[config.mk]
export PLATFORM = sky130hd
export DESIGN_NAME = sr_flag_arbiter
export DESIGN_NICKNAME = d
export VERILOG_FILES = /design/src/rtl/sr_arb_pkg.sv /design/src/rtl/rr_pick.sv /design/src/rtl/sr_flag_arbiter.sv
export SDC_FILE = /design/constraint.sdc
export NUM_CORES = 1
export LEC_CHECK = 0
export BUFFER_PORTS_ARGS = -buffer_cell sky130_fd_sc_hd__buf_2
export CAP_MARGIN = 20
export CORE_ASPECT_RATIO = 2
export CORE_MARGIN = 3
export CORE_UTILIZATION = 55
export CTS_CLUSTER_SIZE = 20
export DETAILED_ROUTE_END_ITERATION = 8
export MAX_ROUTING_LAYER = met4
export PLACE_DENSITY = 0.89
export SLEW_MARGIN = 25
export SYNTH_ARGS = -nofsm -noshare
export SYNTH_HDL_FRONTEND = slang
export SYNTH_SLANG_ARGS = --single-unit
[constraint.sdc]
create_clock -name clk -period 4.66 [get_ports clk]
set_clock_uncertainty 0.15 [all_clocks]
set_input_delay 0.233 -clock clk [delete_from_list [all_inputs] [get_ports clk]]
set_output_delay 0.233 -clock clk [all_outputs]
set_load 0.05 [all_outputs]
[src/rtl/sr_arb_pkg.sv]
// Shared definitions for the set/reset flag arbiter.
//   state_t : arbiter FSM states (IDLE, LOCKED)
//   OP_CLR / OP_SET : encoding of a requester's op_set bit
package sr_arb_pkg;

    typedef enum logic {
        IDLE   = 1'b0,
        LOCKED = 1'b1
    } state_t;

    localparam logic OP_CLR = 1'b0;
    localparam logic OP_SET = 1'b1;

endpackage

[src/rtl/rr_pick.sv]
// Purely combinational round-robin picker.
// Ports:
//   req    in  NREQ   request vector
//   ptr    in  PTR_W  highest-priority requester index
//   valid  out 1      at least one request present
//   winner out PTR_W  index of the first requester found from ptr upward (mod NREQ)
//   onehot out NREQ   one-hot encoding of winner (all zero when !valid)
module rr_pick #(
    parameter int NREQ  = 4,
    parameter int PTR_W = (NREQ > 1) ? $clog2(NREQ) : 1
) (
    input  logic [NREQ-1:0]  req,
    input  logic [PTR_W-1:0] ptr,
    output logic             valid,
    output logic [PTR_W-1:0] winner,
    output logic [NREQ-1:0]  onehot
);

    logic [PTR_W-1:0] cand;

    always_comb begin
        valid  = 1'b0;
        winner = '0;
        cand   = '0;
        for (int i = 0; i < NREQ; i++) begin
            cand = PTR_W'((int'(ptr) + i) % NREQ);
            if (!valid && req[cand]) begin
                valid  = 1'b1;
                winner = cand;
            end
        end
        onehot = valid ? (NREQ'(1) << winner) : '0;
    end

endmodule

[src/rtl/sr_flag_arbiter.sv]
// Shared controller for a bank of set/reset status flags. Requesters issue
// set/clear operations which are serialised, one per cycle, through a
// round-robin arbitrated write port. A requester may lock the port for an
// atomic multi-cycle sequence; the lock is force-released after LOCK_MAX
// cycles.
// Ports:
//   clk        in  1           clock, all state updates on posedge
//   rst        in  1           synchronous active-high reset
//   req        in  NREQ        per-requester operation request
//   op_set     in  NREQ        per-requester op: 1 = set, 0 = clear
//   idx        in  NREQ*IDX_W  per-requester flag index (slice i*IDX_W)
//   lock       in  NREQ        per-requester lock request
//   gnt        out NREQ        one-hot registered grant pulse
//   flags      out NFLAG       registered flag bank
//   locked     out 1           high while in LOCKED
//   lock_abort out 1           one-cycle pulse on timeout release
module sr_flag_arbiter
    import sr_arb_pkg::*;
#(
    parameter int NREQ     = 4,
    parameter int NFLAG    = 8,
    parameter int IDX_W    = $clog2(NFLAG),
    parameter int LOCK_MAX = 16
) (
    input  logic                   clk,
    input  logic                   rst,
    input  logic [NREQ-1:0]        req,
    input  logic [NREQ-1:0]        op_set,
    input  logic [NREQ*IDX_W-1:0]  idx,
    input  logic [NREQ-1:0]        lock,
    output logic [NREQ-1:0]        gnt,
    output logic [NFLAG-1:0]       flags,
    output logic                   locked,
    output logic                   lock_abort
);

    localparam int PTR_W = (NREQ > 1) ? $clog2(NREQ) : 1;
    localparam int CNT_W = $clog2(LOCK_MAX + 1);

    state_t             state, state_next;
    logic [PTR_W-1:0]   ptr, ptr_next;
    logic [PTR_W-1:0]   owner, owner_next;
    logic [CNT_W-1:0]   cnt, cnt_next;
    logic [NREQ-1:0]    gnt_next;
    logic [NFLAG-1:0]   flags_next;
    logic               abort_next;

    logic               pick_valid;
    logic [PTR_W-1:0]   pick_winner;
    logic [NREQ-1:0]    pick_onehot;

    logic               exec;
    logic [PTR_W-1:0]   exec_w;
    logic [IDX_W-1:0]   op_idx;

    function automatic logic [PTR_W-1:0] wrap_inc(input logic [PTR_W-1:0] p);
        if (p == PTR_W'(NREQ - 1)) begin
            return '0;
        end
        return p + 1'b1;
    endfunction

    rr_pick #(
        .NREQ  (NREQ),
        .PTR_W (PTR_W)
    ) u_pick (
        .req    (req),
        .ptr    (ptr),
        .valid  (pick_valid),
        .winner (pick_winner),
        .onehot (pick_onehot)
    );

    assign locked = (state == LOCKED);

    // Next-state logic. In IDLE the picker chooses the winner; in LOCKED
    // only the owner is served. Exactly one op (or none) is applied per
    // cycle, so a flag can never see set and clear together.
    always_comb begin
        state_next = state;
        ptr_next   = ptr;
        owner_next = owner;
        cnt_next   = cnt;
        gnt_next   = '0;
        abort_next = 1'b0;
        flags_next = flags;
        exec       = 1'b0;
        exec_w     = '0;
        op_idx     = '0;

        unique case (state)
            IDLE: begin
                if (pick_valid) begin
                    exec     = 1'b1;
                    exec_w   = pick_winner;
                    gnt_next = pick_onehot;
                    ptr_next = wrap_inc(pick_winner);
                    if (lock[pick_winner]) begin
                        state_next = LOCKED;
                        owner_next = pick_winner;
                        cnt_next   = '0;
                    end
                end
            end
            LOCKED: begin
                if (req[owner]) begin
                    exec     = 1'b1;
                    exec_w   = owner;
                    gnt_next = NREQ'(1) << owner;
                end
                cnt_next = cnt + 1'b1;
                // A voluntary release takes precedence over the timeout.
                if (!lock[owner]) begin
                    state_next = IDLE;
                    ptr_next   = wrap_inc(owner);
                    cnt_next   = '0;
                end else if (cnt == CNT_W'(LOCK_MAX - 1)) begin
                    state_next = IDLE;
                    abort_next = 1'b1;
                    ptr_next   = wrap_inc(owner);
                    cnt_next   = '0;
                end
            end
            default: begin
                state_next = IDLE;
            end
        endcase

        // Out-of-range indices consume the grant but leave the bank alone.
        if (exec) begin
            op_idx = idx[exec_w*IDX_W +: IDX_W];
            if (int'(op_idx) < NFLAG) begin
                flags_next[op_idx] = (op_set[exec_w] == OP_SET);
            end
        end
    end

    // State registers; reset wins over any op in the same cycle.
    always_ff @(posedge clk) begin
        if (rst) begin
            state      <= IDLE;
            ptr        <= '0;
            owner      <= '0;
            cnt        <= '0;
            gnt        <= '0;
            flags      <= '0;
            lock_abort <= 1'b0;
        end else begin
            state      <= state_next;
            ptr        <= ptr_next;
            owner      <= owner_next;
            cnt        <= cnt_next;
            gnt        <= gnt_next;
            flags      <= flags_next;
            lock_abort <= abort_next;
        end
    end

endmodule

==> results of run 1 <==
-- per-layer routing --
metal | vias up | global-route usage [%] | share of wire, %
met5 | - | - | 0
met4 | 0 | 8.157 | 3.1
met3 | 11 | 1.996 | 3.7
met2 | 40 | 42.84 | 57
met1 | 694 | 20.58 | 36
li1 | 725 | - | -
-- critical path, stage by stage (launching register included) --
cell and delay [ns]:
dfxtp_1 0.50, nand2b_1 0.23, or4_4 0.43, and3_1 0.29
o221a_2 0.33, nor3_2 0.20, nor3b_2 0.26, mux2i_1 0.19
-- sequential cells by signal (all words and copies together) (netlist names) --
register / cells
gnt: 4
flags: 8
owner: 2
ptr: 2
lock_abort: 1
locked: 1
cnt: 5
-- cells by family (layout without fill, tap and decap cells) --
logic type	after synthesis	after routing	synth area share, %
fa+ha+maj	9	9	7.229
mux	14	14	9.880
compound gates	40	40	20.96
simple gates	80	80	28.51
flops	23	23	29.56
buf+inv	13	50	3.856
-- power groups by stage --
stage	clock [uW]	sequential [uW]	combinational [uW]
after detailed placement	0	301	591
after global routing	133	303	645
after CTS	125	295	594
after global placement	0	299	575
after floorplan	0	395	380
final	124	297	594
-- cell usage after synthesis --
cell / number / share of area, %
a211o_1: 3 / 1.7
a211oi_1: 2 / 0.96
a211oi_2: 1 / 0.80
a21oi_1: 5 / 1.6
a21oi_2: 2 / 1.1
a22oi_1: 5 / 2.4
a31oi_1: 4 / 1.6
a31oi_4: 1 / 1.4
a32oi_1: 1 / 0.56
a32oi_2: 2 / 2.1
and3_1: 1 / 0.40
buf_4: 1 / 0.48
buf_6: 1 / 0.72
clkbuf_1: 4 / 0.96
dfxtp_1: 23 / 30
ha_1: 9 / 7.2
inv_1: 7 / 1.7
mux2_2: 1 / 0.72
mux2i_1: 12 / 7.7
mux4_2: 1 / 1.4
nand2_1: 20 / 4.8
nand2b_1: 9 / 3.6
nand3_1: 10 / 3.2
nand3b_1: 3 / 1.4
nand4b_1: 1 / 0.56
nor2_1: 17 / 4.1
nor2b_1: 5 / 2.0
nor2b_4: 1 / 0.88
nor3_1: 3 / 0.96
nor3_2: 1 / 0.64
nor3b_1: 2 / 0.96
nor3b_2: 3 / 2.4
nor4_1: 1 / 0.40
o211a_1: 1 / 0.64
o211ai_1: 2 / 0.96
o21a_1: 1 / 0.48
o21ai_0: 5 / 1.6
o21ba_2: 1 / 0.64
o21bai_1: 1 / 0.48
o221a_2: 1 / 0.72
o22ai_1: 1 / 0.40
o22ai_2: 1 / 0.80
or4_4: 2 / 1.4
or4b_1: 1 / 0.64
-- area by class of cell --
class / instances / area (sq um)
Multi-Input combinational cell: 143 / 1037
Fill cell: 224 / 834.6
Sequential cell: 23 / 460.4
Timing Repair Buffer: 39 / 195.2
Clock buffer: 3 / 41.29
Tap cell: 28 / 35.03
Inverter: 7 / 26.28
Clock inverter: 1 / 5.005
-- per-stage QoR --
step                      total power (uW)  setup slack (ns)  utilization [%]  instance area [sq um]
final                                 1015             1.994            68.33                   1800
after global routing                  1081             1.818            68.33                   1800
after floorplan                      774.8             2.085                -                   1558
after detailed placement             892.0             1.982            66.57                   1754
after global placement               874.1             2.026            66.57                   1754
after CTS                             1014             2.000            68.33                   1800
-- worst max-delay path by stage --
stage / to / startpoint / slack (ns) / cells after the start
floorplan: flags[0] / locked / 2.08 / 8
global placement: flags[4] / req[1] / 2.03 / 8
detailed placement: flags[4] / req[1] / 1.98 / 8
CTS: flags[4] / owner[1] / 2.00 / 7
global route: flags[1] / locked / 1.82 / 7
finish: flags[1] / locked / 1.99 / 7
==> impl_metrics.json, run 1 <==
{
  "netlist_instances": 179,
  "cp.required_ns": 4.71,
  "nets": 252,
  "min_path_type": "in -> reg",
  "ys_warn_count": 0,
  "rows": 26,
  "ys_seq_area_share_pct": 29.56,
  "grt_max_degree": 25,
  "place_hpwl_mm": 2.845,
  "syn_to_final_growth_pct": 15.58,
  "rsz0062_at_grt": "no",
  "power.share.switching_pct": 49.57,
  "worstRegToRegCells": 7,
  "overflow": 0,
  "antenna_cells": 0,
  "r2r_setup_slack_ns": 1.99,
  "p_comb_share_pct": 58.5,
  "p_int_uw": 511.7,
  "gp_congestion": 0.9088,
  "dr.pass1.iters": 4,
  "hold-path-cell-count": 2,
  "drive_above_1_share_pct": 28.24,
  "drt_iter0_drc": 29,
  "maxCapViolCount": 0,
  "cts-root-buf": "clkbuf_8",
  "syn_nets": 214,
  "drc": 0,
  "setup_viol": 0,
  "clock_latency_ns": 0.27,
  "grt_usage_pct": 21.82,
  "power.density_nw_per_um2": 563.5,
  "vias": 1470,
  "finalHoldViolCount": 0,
  "clockPowerShare_pct": 12.2,
  "synth_area_sq_um": 1558,
  "htree_levels": 1,
  "drt-total-wl_mm": 3.627,
  "layout_commonest_cell": "buf_2",
  "via_per_inst": 6.025,
  "core_area_sq_um": 2635,
  "clkTransAtPathRegs_ns": 0.08,
  "final.period_utilization_pct": 57.21,
  "num_io_pins": 40,
  "cts_buffers": 3,
  "hold_buffers": 0,
  "port_buffers": 39,
  "start_kind": "flop",
  "grt_pass1_vias": 1395,
  "min_from": "rst",
  "syn_avg_cell_area_sq_um": 8.702,
  "cts_setup_buffers": 0,
  "timing_worst_setup_path_type": "reg -> reg",
  "worst_hold_slack_ns": 0.2043,
  "drv_slew": 0,
  "ant_nets": 0,
  "final_cells": 244,
  "pwr-share-seq_pct": 29.2,
  "fin_setup_tns_ns": 0,
  "dp.cells": 240,
  "crit_path_max_fanout": 16,
  "status": "finished, final reports clean",
  "p_sw_uw": 502.9,
  "worstPathArrival_ns": 2.72,
  "mostFrequentLayoutCells": "39 x buf_2, 23 x dfxtp_1, 20 x nand2_1, 17 x nor2_1, 12 x mux2i_1",
  "cts_tree": "built",
  "leakagePower_uw": 0.0008169,
  "antenna_found_initial": 0,
  "ys_types": 44,
  "timing.rr.end": "flags[1]",
  "peakVddDrop_mv": 0.3275,
  "fp.dieW_um": 43.63,
  "ys_seq_elements": 23,
  "max_freq_mhz": 375.1,
  "rr_startpoint": "locked",
  "clockBufferDepth": 2,
  "cts_sinks": 23,
  "cts-resized-gates": 0,
  "slew-limit-headroom_pct": 61.05,
  "end_kind": "flop",
  "die_y_um": 81.26,
  "fin_crit_ns": 2.666,
  "holdPathEnd": "cnt[0]",
  "worst_pin_slew_ns": 0.5834,
  "wl_per_cell_um": 14.86,
  "die-area_sq_um": 3545,
  "grt_pass1_wl_mm": 5.865,
  "start_util_pct": 59.12
}
No activity file was read; power rests on OpenSTA's default activity.
==> run 2, diff against run 1 <==
--- a/config.mk
+++ b/config.mk
@@ -9,11 +9,11 @@
 export CAP_MARGIN = 20
 export CORE_ASPECT_RATIO = 2
 export CORE_MARGIN = 3
-export CORE_UTILIZATION = 55
+export CORE_UTILIZATION = 52
 export CTS_CLUSTER_SIZE = 20
 export DETAILED_ROUTE_END_ITERATION = 8
 export MAX_ROUTING_LAYER = met4
-export PLACE_DENSITY = 0.89
+export PLACE_DENSITY = 0.86
 export SLEW_MARGIN = 25
 export SYNTH_ARGS = -nofsm -noshare
 export SYNTH_HDL_FRONTEND = slang
==> constraint.sdc (replaced) <==
create_clock -name clk -period 2.54 [get_ports clk]
set_clock_uncertainty 0.15 [all_clocks]
set_input_delay 0.127 -clock clk [delete_from_list [all_inputs] [get_ports clk]]
set_output_delay 0.127 -clock clk [all_outputs]
set_load 0.05 [all_outputs]
==> impl_metrics.json, run 2 (synthesis results as in run 1) <==
{
  "met2_length_mm": 2.264,
  "crit_chain": "nor2b_1, or4b_1, and3_4, o221a_2, nor3_2, nor3b_2, mux2i_1",
  "syn_to_final_growth_pct": 22.25,
  "overflow": 0,
  "dpl_cell_area_sq_um": 1809,
  "fin_crit_ns": 2.398,
  "clock_latency_ns": 0.26,
  "cts_sinks": 23,
  "top_register": "flags",
  "dr.pass1.iters": 4,
  "power.density_nw_per_um2": 1061,
  "mostFrequentLayoutCells": "39 x buf_2, 21 x dfxtp_1, 20 x nand2_1, 17 x nor2_1, 12 x mux2i_1",
  "largest_reg_flops": 8,
  "post-route-util_pct": 67.92,
  "via_per_inst": 6.004,
  "drt_iter0_drc": 51,
  "wl_per_cell_um": 16.24,
  "grt_max_degree": 25,
  "leakagePower_uw": 0.0008618,
  "layout_commonest_cell": "buf_2",
  "place_hpwl_mm": 3.109,
  "grt_pass1_vias": 1480,
  "die-area_sq_um": 3728,
  "worst_hold_slack_ns": 0.1173,
  "drt-total-wl_mm": 4.109,
  "clockBufferDepth": 2,
  "top_layer": "met4",
  "start_util_pct": 55.56,
  "cp_top_family": "simple AND/OR/NAND/NOR gates",
  "peakVddDrop_mv": 0.5680,
  "min_path_type": "in -> reg",
  "nets": 260,
  "antenna_cells": 0,
  "drc": 0,
  "reg_top3": "flags x8, cnt x5, gnt x4",
  "num_io_pins": 40,
  "gp_congestion": 0.9528,
  "crit_slowest_cell": "or4b_1",
  "detailroute.wirelength.met3_um": 213,
  "final.period_utilization_pct": 94.42,
  "max_stage_delay_ns": 0.56,
  "ant_nets": 0,
  "finalHoldViolCount": 0,
  "hold_buffers": 0,
  "grt_usage_pct": 23.52,
  "die_y_um": 83.40,
  "grt_pass1_wl_mm": 6.617,
  "clkTransAtPathRegs_ns": 0.09,
  "max_freq_mhz": 417.0,
  "timing_worst_setup_path_type": "reg -> reg",
  "htree_levels": 1,
  "maxCapViolCount": 0,
  "finalInstanceArea_sq_um": 1904,
  "cts-root-buf": "clkbuf_8",
  "wl_met1_mm": 1.442,
  "r2r_setup_slack_ns": 0.14,
  "slew-limit-headroom_pct": 63.00,
  "status": "finished, final reports clean",
  "end_kind": "flop",
  "drive_above_1_share_pct": 33.93,
  "crit_path_max_fanout": 8,
  "vias": 1519,
  "fill_cells": 224,
  "cts_buffers": 3,
  "worst_pin_slew_ns": 0.5550,
  "start_kind": "flop",
  "antenna_found_initial": 0,
  "crit_buf_inv": 0,
  "total_power_uw": 2020,
  "worstPathArrival_ns": 2.45,
  "cts_tree": "built",
  "drv_slew": 0,
  "core_area_sq_um": 2804,
  "setup_viol": 0,
  "port_buffers": 39,
  "fp.dieW_um": 44.70,
  "cp.required_ns": 2.59,
  "rows": 27
}
==> run 2: cell count changes in the layout (fill, tap and decap cells not counted), sizes merged <==
cell,before,now
buf,39,47
==> run 2: final cells by class <==
cell class / instances / area (sq um) / area share, %
clock buffers: 3 / 41.29 / 2.168
clock inverters: 1 / 5.005 / 0.2628
inverters: 7 / 26.28 / 1.380
multi-input cells: 143 / 1077 / 56.57
flip-flops and latches: 23 / 462.9 / 24.31
well taps: 29 / 36.28 / 1.905
repair buffers: 47 / 255.2 / 13.40
==> run 2: metrics by stage <==
step | cells | worst slack, ns | TNS [ns]
2_1_floorplan | 179 | 0.1188 | 0
6_report | 253 | 0.1418 | 0
5_1_grt | 253 | -0.01713 | -0.04121
3_3_place_gp | 248 | 0.04496 | 0
4_1_cts | 252 | 0.02377 | 0
3_5_place_dp | 248 | -0.01608 | -0.01608
==> run 2: worst register-to-register path: stages (launching register included) <==
cell	delay (ns)
dfxtp_1	0.38
nor2b_1	0.11
or4b_1	0.56
and3_4	0.23
o221a_2	0.30
nor3_2	0.19
nor3b_2	0.23
mux2i_1	0.18
==> run 2: report_power, final <==
group	internal [uW]	switching, uW	total, uW
registers	450	68.9	518
clock network	109	120	230
logic	471	801	1270
total	1030	990	2020
==> run 2: routing by layer <==
layer / vias up / GRT usage [%]
met3: 18 / 2.603
met2: 63 / 41.94
met5: - / -
li1: 742 / -
met1: 696 / 23.32
met4: 0 / 11.81
==> run 2: what timing repair did <==
action                                 CTS  global route
resized for setup                        1             8
cloned                                   0             0
setup endpoints to repair                1            12
pin swaps                                0             2
buffers inserted                         0             1
endpoints found under the hold margin    0             0
==> run 2: path summary, 6_finish.rpt <==
path             from        to  depth (start not counted)
min               rst    gnt[2]                          2
min reg2reg  flags[1]  flags[1]                          2
max reg2reg    ptr[0]  flags[1]                          7
max            ptr[0]  flags[1]                          7
==> run 3, diff against run 2 <==
--- a/config.mk
+++ b/config.mk
@@ -6,10 +6,11 @@
 export NUM_CORES = 1
 export LEC_CHECK = 0
 export BUFFER_PORTS_ARGS = -buffer_cell sky130_fd_sc_hd__buf_2
-export CAP_MARGIN = 20
+export CELL_PAD_IN_SITES_DETAIL_PLACEMENT = 1
+export CELL_PAD_IN_SITES_GLOBAL_PLACEMENT = 1
 export CORE_ASPECT_RATIO = 2
 export CORE_MARGIN = 3
-export CORE_UTILIZATION = 52
+export CORE_UTILIZATION = 39
 export CTS_CLUSTER_SIZE = 20
 export DETAILED_ROUTE_END_ITERATION = 8
 export MAX_ROUTING_LAYER = met4
==> impl_metrics.json, run 3 (synthesis results as in run 1) <==
{
  "end_kind": "flop",
  "grt_usage_pct": 21.09,
  "worst_pin_slew_ns": 0.5847,
  "fin_crit_ns": 2.464,
  "vias": 1568,
  "grt_pass1_wl_mm": 7.548,
  "cp.required_ns": 2.53,
  "crit_slowest_cell": "dfxtp_1",
  "status": "finished, final reports clean",
  "top_register": "flags",
  "worst_hold_slack_ns": 0.1205,
  "place_hpwl_mm": 3.848,
  "crit_path_max_fanout": 8,
  "power.density_nw_per_um2": 1063,
  "antenna_cells": 0,
  "cts-root-buf": "clkbuf_8",
  "final.period_utilization_pct": 97.03,
  "dr.pass1.iters": 4,
  "slew-limit-headroom_pct": 61.02,
  "peakVddDrop_mv": 0.4663,
  "drv_slew": 0,
  "num_io_pins": 40,
  "cts_sinks": 23,
  "grt_pass1_vias": 1662,
  "grt_max_degree": 25,
  "clock_latency_ns": 0.27,
  "drt_iter0_drc": 16,
  "die-area_sq_um": 4835,
  "core_area_sq_um": 3724,
  "cp_top_family": "compound AO/OA/AOI/OAI gates",
  "cts_buffers": 3,
  "cpMostUsedCell": "a211o_1",
  "drc": 0,
  "via_per_inst": 5.744,
  "leakagePower_uw": 0.0008597,
  "cts_setup_buffers": 0,
  "fill_cells": 495,
  "min_path_type": "in -> reg",
  "max_freq_mhz": 405.8,
  "crit_chain": "nand2_1, a211o_1, a31oi_4, buf_4, nor2b_1, a211oi_1, a211o_1, mux2i_1",
  "rows": 31,
  "clkTransAtPathRegs_ns": 0.09,
  "syn_to_final_growth_pct": 22.73,
  "port_buffers": 39,
  "wl_per_cell_um": 17.75,
  "maxCapViolCount": 0,
  "dpl_cell_area_sq_um": 1842,
  "final_cells": 273,
  "largest_reg_flops": 8,
  "fp.dieW_um": 50.69,
  "start_kind": "flop",
  "drt-total-wl_mm": 4.845,
  "antenna_found_initial": 0,
  "reg_top3": "flags x8, cnt x5, gnt x4",
  "overflow": 0,
  "setup_viol": 0,
  "dp.cells": 269,
  "htree_levels": 1,
  "gp_congestion": 0.9332,
  "cts_tree": "built",
  "ant_nets": 0,
  "drive_above_1_share_pct": 32.59,
  "worstPathArrival_ns": 2.46,
  "max_stage_delay_ns": 0.39,
  "crit_buf_inv": 1,
  "finalInstanceArea_sq_um": 1912,
  "hold_buffers": 0,
  "clockBufferDepth": 2,
  "total_power_uw": 2032,
  "die_y_um": 95.38,
  "layout_commonest_cell": "buf_2",
  "finalHoldViolCount": 0,
  "timing_worst_setup_path_type": "reg -> reg",
  "start_util_pct": 41.83,
  "nets": 260,
  "mostFrequentLayoutCells": "39 x buf_2, 22 x dfxtp_1, 20 x nand2_1, 17 x nor2_1, 12 x mux2i_1"
}
-- run 3: cell counts in the layout (fill, tap and decap cells not counted) --
Identical to the previous run, type by type.
-- run 3: metal layers --
layer / share of wire [%] / vias up / global-route usage, %
li1: - / 734 / -
met2: 61 / 47 / 44.87
met1: 33 / 775 / 17.21
met3: 2.4 / 12 / 1.721
met4: 2.8 / 0 / 8.989
met5: 0 / - / -
-- run 3: power breakdown --
part           internal (uW)  total [uW]  leakage, uW  switching, uW
Sequential               448         516     0.000188           67.4
Combinational            457        1280     0.000646            821
Clock                    110         238    0.0000255            128
-- run 3: area by class of cell --
| type | instances | area (sq um) | share of cell area, % |
|---|---|---|---|
| multi-input cells | 143 | 1061 | 55.50 |
| flip-flops and latches | 23 | 461.7 | 24.15 |
| repair buffers | 47 | 255.2 | 13.35 |
| well taps | 49 | 61.31 | 3.207 |
| clock buffers | 3 | 41.29 | 2.160 |
| inverters | 7 | 26.28 | 1.374 |
| clock inverters | 1 | 5.005 | 0.2618 |
-- run 3: metrics by stage --
step	TNS, ns	utilization, %	worst slack (ns)
after global placement	0	49.46	0.05880
after detailed placement	-0.01740	49.46	-0.01740
after CTS	0	50.87	0.01845
after floorplan	0	-	0.1188
after global routing	-0.4672	51.34	-0.08006
final	0	51.34	0.07551
-- run 3: repair_timing --
item                                    4_1_cts  5_1_grt
endpoints found under the setup margin        2        7
gates cloned                                  0        0
resized for setup                             2        3
pin swaps                                     0        0
-- run 3: path summary, 6_finish.rpt --
| check | from | to | slack [ns] | cells after the start |
|---|---|---|---|---|
| max reg2reg | ptr[1] | flags[2] | 0.08 | 8 |
| max | ptr[1] | flags[2] | 0.08 | 8 |
| min | rst | gnt[2] | 0.12 | 2 |
| min reg2reg | cnt[4] | lock_abort | 0.30 | 1 |
